<file path="config.mk">
export PLATFORM = sky130hd
export DESIGN_NAME = out_commutator_ctrl
export DESIGN_NICKNAME = d
export VERILOG_FILES = /design/src/rtl/out_commutator_ctrl.sv
export SDC_FILE = /design/constraint.sdc
export NUM_CORES = 1
export LEC_CHECK = 0
export BUFFER_PORTS_ARGS = -buffer_cell sky130_fd_sc_hd__buf_2
export CORE_MARGIN = 4
export CORE_UTILIZATION = 34
export DETAILED_ROUTE_END_ITERATION = 7
export PLACE_DENSITY = 0.52
export SLEW_MARGIN = 0
export SYNTH_ARGS = -nofsm -noshare
export SYNTH_HDL_FRONTEND = slang
export SYNTH_SLANG_ARGS = --single-unit
</file>
<file path="constraint.sdc">
create_clock -name clk -period 1.7 [get_ports clk]
set_input_delay 0.34 -clock clk [delete_from_list [all_inputs] [get_ports clk]]
set_output_delay 0.34 -clock clk [all_outputs]
set_load 0.005 [all_outputs]
</file>
<file path="src/rtl/out_commutator_ctrl.sv">
// Frame scheduler for the FFT output commutator: aligns remap lanes, emits out frame qualifiers.
// Latency: in sop at s -> remap_start at s+1 -> out_sop at s+1+FRAME_LEN+RD_LAT.
// Backpressure: none; input must be gap-free within a frame, violations pulse err and abort.
module out_commutator_ctrl #(
    parameter int FRAME_LEN = 16,
    parameter int RD_LAT    = 1,
    parameter int CNT_W     = 16
) (
    input  logic             clk,
    input  logic             reset,
    input  logic             in_valid,
    input  logic             in_sop,
    output logic             remap_start,
    output logic             out_valid,
    output logic             out_sop,
    output logic             out_eop,
    output logic             busy,
    output logic             err,
    output logic [CNT_W-1:0] frame_cnt
);
    localparam int            AW   = $clog2(FRAME_LEN);
    localparam logic [AW-1:0] LAST = AW'(FRAME_LEN - 1);

    typedef enum logic [1:0] {IDLE, FILL, STREAM, DRAIN} state_t;

    state_t            state, state_nxt;
    logic [AW-1:0]     wr_cnt, wr_nxt;
    logic [AW-1:0]     rd_cnt, rd_nxt;
    logic [AW-1:0]     slot_cnt;
    logic [RD_LAT-1:0] pend, pend_nxt;
    logic              start_nxt, close_nxt, err_nxt;
    logic              ov_nxt, osop_nxt, oeop_nxt;
    logic              sop_in, rd_go;

    assign sop_in = in_valid & in_sop;
    // A pulse that closes a frame reaches the lane read port RD_LAT cycles later.
    assign rd_go  = pend[RD_LAT-1];

    // Write-side state machine: frame accept, flush scheduling and framing checks.
    always_comb begin
        state_nxt = state;
        wr_nxt    = wr_cnt;
        start_nxt = 1'b0;
        close_nxt = 1'b0;
        err_nxt   = 1'b0;
        case (state)
            IDLE: begin
                if (sop_in) begin
                    state_nxt = FILL;
                    wr_nxt    = AW'(1);
                    start_nxt = 1'b1;
                end
            end
            FILL, STREAM: begin
                if (wr_cnt == '0) begin
                    // Frame boundary: the pulse here closes the written frame; it is either
                    // the start of a back-to-back frame or the self-generated flush.
                    start_nxt = 1'b1;
                    close_nxt = 1'b1;
                    if (sop_in) begin
                        state_nxt = STREAM;
                        wr_nxt    = AW'(1);
                    end else begin
                        state_nxt = DRAIN;
                    end
                end else if (!in_valid || (in_sop && wr_cnt != LAST)) begin
                    err_nxt   = 1'b1;
                    state_nxt = IDLE;
                    wr_nxt    = '0;
                end else begin
                    wr_nxt = wr_cnt + AW'(1);
                end
            end
            DRAIN: begin
                // A new frame may start only once the flush pulse is a full frame old.
                if (sop_in && slot_cnt == LAST) begin
                    state_nxt = FILL;
                    wr_nxt    = AW'(1);
                    start_nxt = 1'b1;
                end else if (out_eop && pend == '0) begin
                    state_nxt = IDLE;
                end
            end
            default: state_nxt = IDLE;
        endcase
    end

    // Read-side sequencing: each closing pulse yields FRAME_LEN output qualifiers.
    always_comb begin
        pend_nxt    = pend << 1;
        pend_nxt[0] = close_nxt;
        rd_nxt      = rd_cnt;
        ov_nxt      = 1'b0;
        if (rd_go) begin
            ov_nxt = 1'b1;
            rd_nxt = '0;
        end else if (out_valid && rd_cnt != LAST) begin
            ov_nxt = 1'b1;
            rd_nxt = rd_cnt + AW'(1);
        end
        osop_nxt = rd_go;
        oeop_nxt = ov_nxt && (rd_nxt == LAST);
        if (err_nxt) begin
            pend_nxt = '0;
            rd_nxt   = '0;
            ov_nxt   = 1'b0;
            osop_nxt = 1'b0;
            oeop_nxt = 1'b0;
        end
    end

    // State, counters and registered outputs.
    always_ff @(posedge clk or posedge reset) begin
        if (reset) begin
            state       <= IDLE;
            wr_cnt      <= '0;
            rd_cnt      <= '0;
            slot_cnt    <= '0;
            pend        <= '0;
            remap_start <= 1'b0;
            out_valid   <= 1'b0;
            out_sop     <= 1'b0;
            out_eop     <= 1'b0;
            busy        <= 1'b0;
            err         <= 1'b0;
            frame_cnt   <= '0;
        end else begin
            state       <= state_nxt;
            wr_cnt      <= wr_nxt;
            rd_cnt      <= rd_nxt;
            pend        <= pend_nxt;
            remap_start <= start_nxt;
            out_valid   <= ov_nxt;
            out_sop     <= osop_nxt;
            out_eop     <= oeop_nxt;
            busy        <= (state_nxt != IDLE);
            err         <= err_nxt;
            if (start_nxt) begin
                slot_cnt <= '0;
            end else if (slot_cnt != LAST) begin
                slot_cnt <= slot_cnt + AW'(1);
            end
            if (out_eop) begin
                frame_cnt <= frame_cnt + CNT_W'(1);
            end
        end
    end
endmodule
</file>
==> flow_summary.toml, run 1 <==
[yosys]
syn_area_um2 = 1880
synthFlopType = "dfrtp_1"
synthTopCellsByCount = "37 x dfrtp_1, 14 x nand2_1, 12 x inv_1"
synth_cells = 183
synth_nets = 194
synthDistinctLibCells = 44
ys_warn_count = 0
ys_async_sr_fraction_pct = 100
synth-edff-count = 0
syn_area_per_cell_um2 = 10.3
synth_largest_area_cell = "dfrtp_1"
synth.top_cell.area_share_pct = 49.3
ys_seq_area_share_pct = 49.3
synth_seq_cells = 37
synth.area.top_cells = "dfrtp_1 49%, ha_1 4.7%, xnor2_1 4.7%, xor2_1 4.2%, nand2_1 2.8%"
synth.most_common_cell = "dfrtp_1"

[placement]
numPortBuffers = 25
placedCellCount = 288
gp_congestion = 0.758
hpwl_mm = 2.72
place_area_um2 = 2160

[floorplanning]
die_area_um2 = 6780
num_rows = 26
dieWidth_um = 82.3
initial_core_util_pct = 35.9
core_um2 = 5240
io_pins = 26
die_y_um = 82.3

[cells_and_area]
final_cells = 297
drive_gt1_share_pct = 27.8
final_cell_area_um2 = 2330
area_delta_synth_final_pct = 24.0
nNetsFinal = 237
n_antenna_cell = 0
fillers = 508

[timing]
finalCritPeriodShare_pct = 96.7
rsz0062_at_grt = "true"
fmax_mhz = 608
worst_slew_pin_slew_ns = 0.455
drv_slew = 0
worst_clock_skew_ns = 0.00468
period_needed_ns = 1.64
hold_viol_final = 0
final-setup-viol-count = 0
maxSlewHeadroom_pct = 69.6

[cts]
holdBufCountCts = 0
cts_root_buffer = "clkbuf_8"
numCtsBuffers = 5
clock_sinks = 37
cts_tree = "done"
cts_max_level = 2
clk_pin_slew_worst_paths_ns = 0.07
cts_buffer_depth = 2
clock_latency_ns = 0.29

[global_routing]
grtUsageTotal_pct = 12.5
grt_pass1_vias = 1357
grt_max_degree = 38
antenna_found_initial = 0
grt.overflow.total = 0
grt_pass1_wl_mm = 6.40

[power_and_ir_drop]
power_density_nw_per_um2 = 1340
vdd_drop_max_mv = 0.746
p_leak_nw = 1.14

[status]
status = "complete, no violations"

[drt]
viasPerCell = 4.99
first_pass_iters = 4
ant_nets = 0
remaining_drc_errors = 0
wl_per_cell_um = 13.0
drtIter0Drc = 66
wirelength_mm = 3.85
dr_total_vias = 1483

[min_path]
hold_path_class = "input pin to async pin"

[worst_setup_path]
cp-start-kind = "flip-flop"
critical_path_class = "flip-flop to flip-flop"
cp_max_fo = 4
r2r_slack_ns = 0.06
crit_path_end_kind = "flip-flop"
arrival_ns = 1.86
crit_required_ns = 1.91
r2r_cells = 6
crit-reg2reg-launch = "wr_cnt[0]"
r2r-end = "rd_cnt[2]"

[run]
drv_cap = 0
cells by family (layout without fill, tap and decap cells):
| logic type | Yosys count | in the layout | share of synthesized area (%) |
|---|---|---|---|
| XOR/XNOR | 19 | 19 | 8.85 |
| buffers and inverters | 15 | 59 | 3.86 |
| adder cells (fa/ha/maj) | 7 | 7 | 4.66 |
| multiplexers | 2 | 2 | 1.13 |
| AO/OA/AOI/OAI | 32 | 32 | 11.1 |
| AND/OR/NAND/NOR | 71 | 71 | 21.1 |
| flip-flops | 37 | 37 | 49.3 |
critical path: stages (launching register included):
cell and delay, ns:
dfrtp_1 0.39, inv_2 0.07, ha_2 0.18, or3b_4 0.39
and4_4 0.16, or2_4 0.27, nor3_2 0.11
timing repair:
action                     in CTS  in global routing
cloned                          0                  0
setup buffers                   0                  1
resized for setup               1                 10
pin swaps                       1                  4
setup endpoints to repair       1                 10
sequential cells by signal (all words and copies together), names as in the netlist:
| name | flops |
|---|---|
| busy | 1 |
| out_eop | 1 |
| rd_cnt | 4 |
| out_sop | 1 |
| slot_cnt | 4 |
| remap_start | 1 |
| wr_cnt | 4 |
| state | 2 |
| pend | 1 |
| frame_cnt | 16 |
| out_valid | 1 |
| err | 1 |
cell type report:
class / instances / area [um2] / area share, %
inverters: 12 / 45.0 / 1.93
well taps: 70 / 87.6 / 3.76
repair buffers: 39 / 230 / 9.88
multi-input cells: 131 / 926 / 39.7
clock buffers: 7 / 86.3 / 3.70
clock inverters: 1 / 30.0 / 1.29
flip-flops and latches: 37 / 926 / 39.7
layout by cell type, fill, tap and decap left out, types with 2 or more instances in the layout:
cell | netlist | final
nand4_1 | 7 | 7
buf_2 | 1 | 25
nor3_1 | 5 | 4
nand2b_1 | 2 | 2
buf_4 | 0 | 14
a21oi_2 | 0 | 2
nand2_1 | 14 | 14
nor3_2 | 2 | 3
ha_2 | 0 | 2
dfrtp_1 | 37 | 37
clkbuf_8 | 0 | 6
nor2b_1 | 2 | 2
a31oi_1 | 3 | 3
o21a_1 | 2 | 2
ha_1 | 7 | 4
nor2_1 | 11 | 10
and3_1 | 5 | 5
a21oi_1 | 9 | 7
xnor2_1 | 10 | 10
xor2_1 | 9 | 9
inv_1 | 12 | 11
and2b_1 | 2 | 2
o21ai_0 | 6 | 6
nor4_1 | 3 | 3
nand3_1 | 10 | 10
stage by stage:
stage	hold slack, ns	total power [mW]	TNS [ns]	setup WS (ns)	utilization, %
after floorplan	0.465	1.92	-0.117	-0.0573	-
after global placement	0.452	2.23	0	0.0269	41.3
after detailed placement	0.458	2.23	0	0.0125	41.3
after CTS	0.169	3.03	0	0.000249	43.5
after global routing	0.193	3.37	-0.109	-0.0309	44.5
final	0.147	3.12	0	0.0565	44.5
power breakdown:
part,internal [mW],switching (mW)
logic,0.553,0.580
registers,1.05,0.146
clock network,0.478,0.310
routing by layer:
| metal | GRT usage, % | share of wire [%] | vias to the layer above |
|---|---|---|---|
| li1 | - | - | 737 |
| met3 | 4.66 | 5.3 | 5 |
| met5 | 0 | 0 | - |
| met2 | 18.7 | 44 | 24 |
| met1 | 16.7 | 50 | 717 |
| met4 | 3.99 | 1.2 | 0 |
worst max-delay path by stage:
| stage | to | cells past startpoint | from |
|---|---|---|---|
| after global routing | out_eop | 6 | wr_cnt[1] |
| final | rd_cnt[2] | 6 | wr_cnt[0] |
| after global placement | wr_cnt[0] | 6 | state[0] |
| after detailed placement | rd_cnt[2] | 6 | wr_cnt[0] |
| after CTS | out_eop | 6 | wr_cnt[0] |
| after floorplan | out_eop | 7 | wr_cnt[0] |
No activity file was read; power rests on OpenSTA's default activity.
==> run 2, diff against run 1 <==
Settings changed: ABC_AREA from default to 1.
==> flow_summary.toml, run 2 <==
[status]
status = "complete, no violations"

[worst_setup_path]
critical_path_class = "flip-flop to flip-flop"
cpPeakStageDelay_ns = 0.40
critical_path.slowest_cell = "dfrtp_1"
crit_chain = "inv_1 -> ha_1 -> inv_1 -> a21oi_2 -> nand2_1 -> nor2_2 -> nand3_1 -> o21ai_0"
r2r_slack_ns = 0.18
r2r_cells = 8
crit_path_end_kind = "flip-flop"
crit-reg2reg-launch = "state[0]"
crit_required_ns = 1.90
cp-start-kind = "flip-flop"
critPathCapture = "wr_cnt[1]"
critPathLaunch = "state[0]"
arrival_ns = 1.71
cp_max_fo = 6
cpMostUsedCell = "inv_1"
r2r-end = "wr_cnt[1]"

[timing]
maxSlewHeadroom_pct = 69.1
drv_slew = 0
tns_ns = 0
hold_viol_final = 0
fmax_mhz = 660
finalCritPeriodShare_pct = 89.1
final-setup-viol-count = 0
worst_slew_pin_slew_ns = 0.463
rsz0062_at_grt = "false"
period_needed_ns = 1.52
postLayoutSetupSlackWorst_ns = 0.184
worst_clock_skew_ns = 0.00790
hold-worst-slack_ns = 0.149

[global_routing]
grt.overflow.total = 0
grt_pass1_wl_mm = 6.34
grtUsageTotal_pct = 11.2
grt_max_degree = 38
antenna_found_initial = 0
grt_pass1_vias = 1373

[drt]
drtIter0Drc = 67
ant_nets = 0
viasPerCell = 4.39
remaining_drc_errors = 0
wl_per_cell_um = 10.7
first_pass_iters = 4
dr_total_vias = 1465
wirelength_mm = 3.59

[cts]
holdBufCountCts = 0
cts_tree = "done"
clock_sinks = 37
cts_max_level = 2
numCtsBuffers = 5
clk_pin_slew_worst_paths_ns = 0.07
cts_root_buffer = "clkbuf_8"
clock_latency_ns = 0.29
post_cts_buffers = 0
cts_buffer_depth = 2
post_cts_resized = 0

[cells_and_area]
regMostFlops = "frame_cnt"
utilization_pct = 40.8
drive_gt1_share_pct = 18.7
n_antenna_cell = 0
largest_reg_flops = 16
final_common_cell = "nand2_1"
area_delta_synth_final_pct = 15.2
final_cell_mix = "58 x nand2_1, 37 x dfrtp_1, 28 x inv_1, 25 x nor2_1, 25 x buf_2"
nNetsFinal = 273

[yosys]
syn_area_um2 = 1960
ys_async_sr_fraction_pct = 100
synthDistinctLibCells = 28
synthFlopType = "dfrtp_1"
synth_largest_area_cell = "dfrtp_1"
synth_nets = 241
synth-edff-count = 0
synth.top_cell.area_share_pct = 47.1
ys_warn_count = 0
synth.most_common_cell = "nand2_1"
synth_cells = 230
synth.area.top_cells = "dfrtp_1 47%, nand2_1 11%, inv_1 5.4%, nand3_1 5.1%, nor2_1 4.8%"
synth_seq_cells = 37
ys_seq_area_share_pct = 47.1
synthTopCellsByCount = "58 x nand2_1, 37 x dfrtp_1, 28 x inv_1"
syn_area_per_cell_um2 = 8.54

[placement]
hpwl_mm = 2.71
numPortBuffers = 25
gp_congestion = 0.827
dp_slack_ns = 0.199

[floorplanning]
num_rows = 27
core_um2 = 5540
initial_core_util_pct = 35.5
die_area_um2 = 7060
io_pins = 26
dieWidth_um = 84.0
die_y_um = 84.0

[power_and_ir_drop]
power_density_nw_per_um2 = 1310
totalPowerFinal_mw = 2.97
vdd_drop_max_mv = 0.561
p_leak_nw = 1.27

[run]
drv_cap = 0

[min_path]
hold_path_class = "input pin to async pin"
[run 2: routing by layer]
| metal | track usage (%) | share of wire (%) | vias up |
|---|---|---|---|
| met5 | 0 | 0 | - |
| met4 | 5.26 | 1.8 | 0 |
| met3 | 3.26 | 4.5 | 5 |
| met2 | 16.8 | 45 | 23 |
| met1 | 14.7 | 49 | 644 |
| li1 | - | - | 793 |
[run 2: logic make-up (layout without fill, tap and decap cells)]
logic type	count (synthesis)	in the layout	share of synthesized area [%]
buf+inv	29	61	5.92
simple gates	126	126	31.3
compound gates	16	16	4.46
xor+xnor	15	15	6.69
flops	37	37	47.1
fa+ha+maj	7	7	4.46
[run 2: area by class of cell]
class                   instances  area, um2
inverters                      28        105
fillers                       570       3280
well taps                      72       90.1
multi-input cells             164        922
repair buffers                 26        133
flip-flops and latches         37        926
clock buffers                   7       86.3
[run 2: worst min path at each step]
stage / from / end / slack, ns / depth (start not counted)
floorplan: frame_cnt[13] / frame_cnt[13] / 0.48 / 2
global placement: reset / frame_cnt[0] / 0.48 / 3
detailed placement: reset / err / 0.48 / 3
CTS: reset / out_valid / 0.17 / 3
global route: reset / rd_cnt[1] / 0.20 / 3
finish: reset / frame_cnt[3] / 0.15 / 3
[run 2: critical path: cells and delay by family, from the launching register on]
family | cells | cell delay, ns
AOI/OAI and AO/OA | 2 | 0.21
adders and majority gates | 1 | 0.39
buffers and inverters | 2 | 0.15
DFF | 1 | 0.40
and+or+nand+nor | 3 | 0.28
[run 2: where the power goes]
group | switching (mW) | total (mW) | internal [mW]
sequential | 0.136 | 1.21 | 1.07
combinational | 0.704 | 1.15 | 0.441
clock | 0.296 | 0.618 | 0.322
total | 1.14 | 2.97 | 1.83
[run 2: per-stage QoR]
step / instances / area [um2]
4_1_cts: 334 / 2260
3_5_place_dp: 327 / 2180
3_3_place_gp: 327 / 2180
5_1_grt: 334 / 2260
6_report: 334 / 2260
2_1_floorplan: 230 / 1960
==> run 3, diff against run 2 <==
Settings changed: CORE_UTILIZATION 34 to 40, PLACE_DENSITY 0.52 to 0.59.
==> flow_summary.toml, run 3 (synthesis gave the netlist of run 2 again) <==
[timing]
finalCritPeriodShare_pct = 88.5
period_needed_ns = 1.51
drv_slew = 0
worst_clock_skew_ns = 0.00524
maxSlewHeadroom_pct = 69.6
hold-worst-slack_ns = 0.142
worst_slew_pin_slew_ns = 0.456
final-setup-viol-count = 0
rsz0062_at_grt = "false"
hold_viol_final = 0
fmax_mhz = 664
tns_ns = 0

[floorplanning]
core_um2 = 4750
num_rows = 25
initial_core_util_pct = 41.3
die_y_um = 78.1
die_area_um2 = 6100
dieWidth_um = 78.1
io_pins = 26

[drt]
ant_nets = 0
wl_per_cell_um = 10.8
drtIter0Drc = 78
dr_total_vias = 1529
remaining_drc_errors = 0
viasPerCell = 4.63
first_pass_iters = 4
wirelength_mm = 3.56

[status]
status = "complete, no violations"

[power_and_ir_drop]
vdd_drop_max_mv = 0.527
p_leak_nw = 1.28
power_density_nw_per_um2 = 1370

[cts]
cts_max_level = 2
cts_tree = "done"
clk_pin_slew_worst_paths_ns = 0.08
holdBufCountCts = 0
cts_buffer_depth = 2
post_cts_resized = 0
post_cts_buffers = 0
numCtsBuffers = 5
cts_root_buffer = "clkbuf_8"
clock_latency_ns = 0.28
clock_sinks = 37

[global_routing]
grt_pass1_wl_mm = 6.45
grt_max_degree = 38
antenna_found_initial = 0
grt_pass1_vias = 1508
grt.overflow.total = 0
grtUsageTotal_pct = 13.0

[worst_setup_path]
crit_required_ns = 1.87
crit-reg2reg-launch = "state[0]"
cpLargestDelayFamily = "simple AND/OR/NAND/NOR gates"
r2r_cells = 7
crit_chain = "inv_1 -> ha_1 -> nand3_2 -> nand2_1 -> nor2_2 -> nor2_4 -> a21oi_1"
r2r_slack_ns = 0.19
critical_path_class = "flip-flop to flip-flop"
r2r-end = "slot_cnt[3]"
cp_max_fo = 6
crit_buf_inv = 1
critical_path.slowest_cell = "dfrtp_1"
arrival_ns = 1.67
crit_path_end_kind = "flip-flop"
cp-start-kind = "flip-flop"
cpPeakStageDelay_ns = 0.40

[cells_and_area]
area_delta_synth_final_pct = 16.6
final_cell_mix = "58 x nand2_1, 37 x dfrtp_1, 28 x inv_1, 25 x nor2_1, 25 x buf_2"
final_cell_area_um2 = 2290
final_cells = 330
utilization_pct = 48.2
largest_reg_flops = 16
drive_gt1_share_pct = 19.4
final_common_cell = "nand2_1"
nNetsFinal = 273
n_antenna_cell = 0
regMostFlops = "frame_cnt"

[run]
drv_cap = 0

[placement]
placedCellCount = 322
gp_congestion = 0.834
numPortBuffers = 25
hpwl_mm = 2.75
place_area_um2 = 2170

[min_path]
hold_path_class = "input pin to async pin"
run 3: cell count changes in the layout (fill, tap and decap cells not counted), sizes merged:
cell	previous run	this run
clkinvlp	0	1
bufinv	0	1
clkbuf	7	6
run 3: power breakdown:
| part | internal, mW | switching [mW] | leakage (nW) |
|---|---|---|---|
| Combinational | 0.445 | 0.707 | 0.728 |
| Clock | 0.477 | 0.307 | 0.0574 |
| Sequential | 1.07 | 0.135 | 0.496 |
| Total | 1.99 | 1.15 | 1.28 |
run 3: worst max-delay path by stage:
stage	startpoint	end	slack [ns]	cells past startpoint
after floorplan	state[0]	out_eop	0.33	8
after global placement	frame_cnt[0]	frame_cnt[14]	0.23	8
after detailed placement	state[0]	wr_cnt[2]	0.22	8
after CTS	state[0]	wr_cnt[2]	0.20	8
after global routing	rd_cnt[0]	out_eop	0.04	9
final	state[0]	slot_cnt[3]	0.19	7
run 3: area by class of cell:
class                   count  area, um2
clock buffers               6       82.6
clock inverters             2       37.5
fillers                   493       2460
inverters                  28        105
multi-input cells         164        922
flip-flops and latches     37        926
well taps                  67       83.8
repair buffers             26        133
run 3: tightest hold or removal path, stage by stage:
cell	delay, ns
buf_2	0.09
inv_1	0.04
buf_4	0.39
run 3: metal layers:
metal  global-route usage [%]  vias to the layer above  routed length (um)
li1                         -                      794                   -
met1                     16.0                      703                1630
met2                     22.5                       24                1720
met3                     2.64                        8                 144
met4                     4.72                        0                  68
met5                        0                        -                   0
run 3: through the flow:
step           total power [mW]  worst slack [ns]
3_5_place_dp               2.38             0.217
3_3_place_gp               2.37             0.231
2_1_floorplan              2.10             0.334
4_1_cts                    3.18             0.196
6_report                   3.14             0.195
5_1_grt                    3.43            0.0356
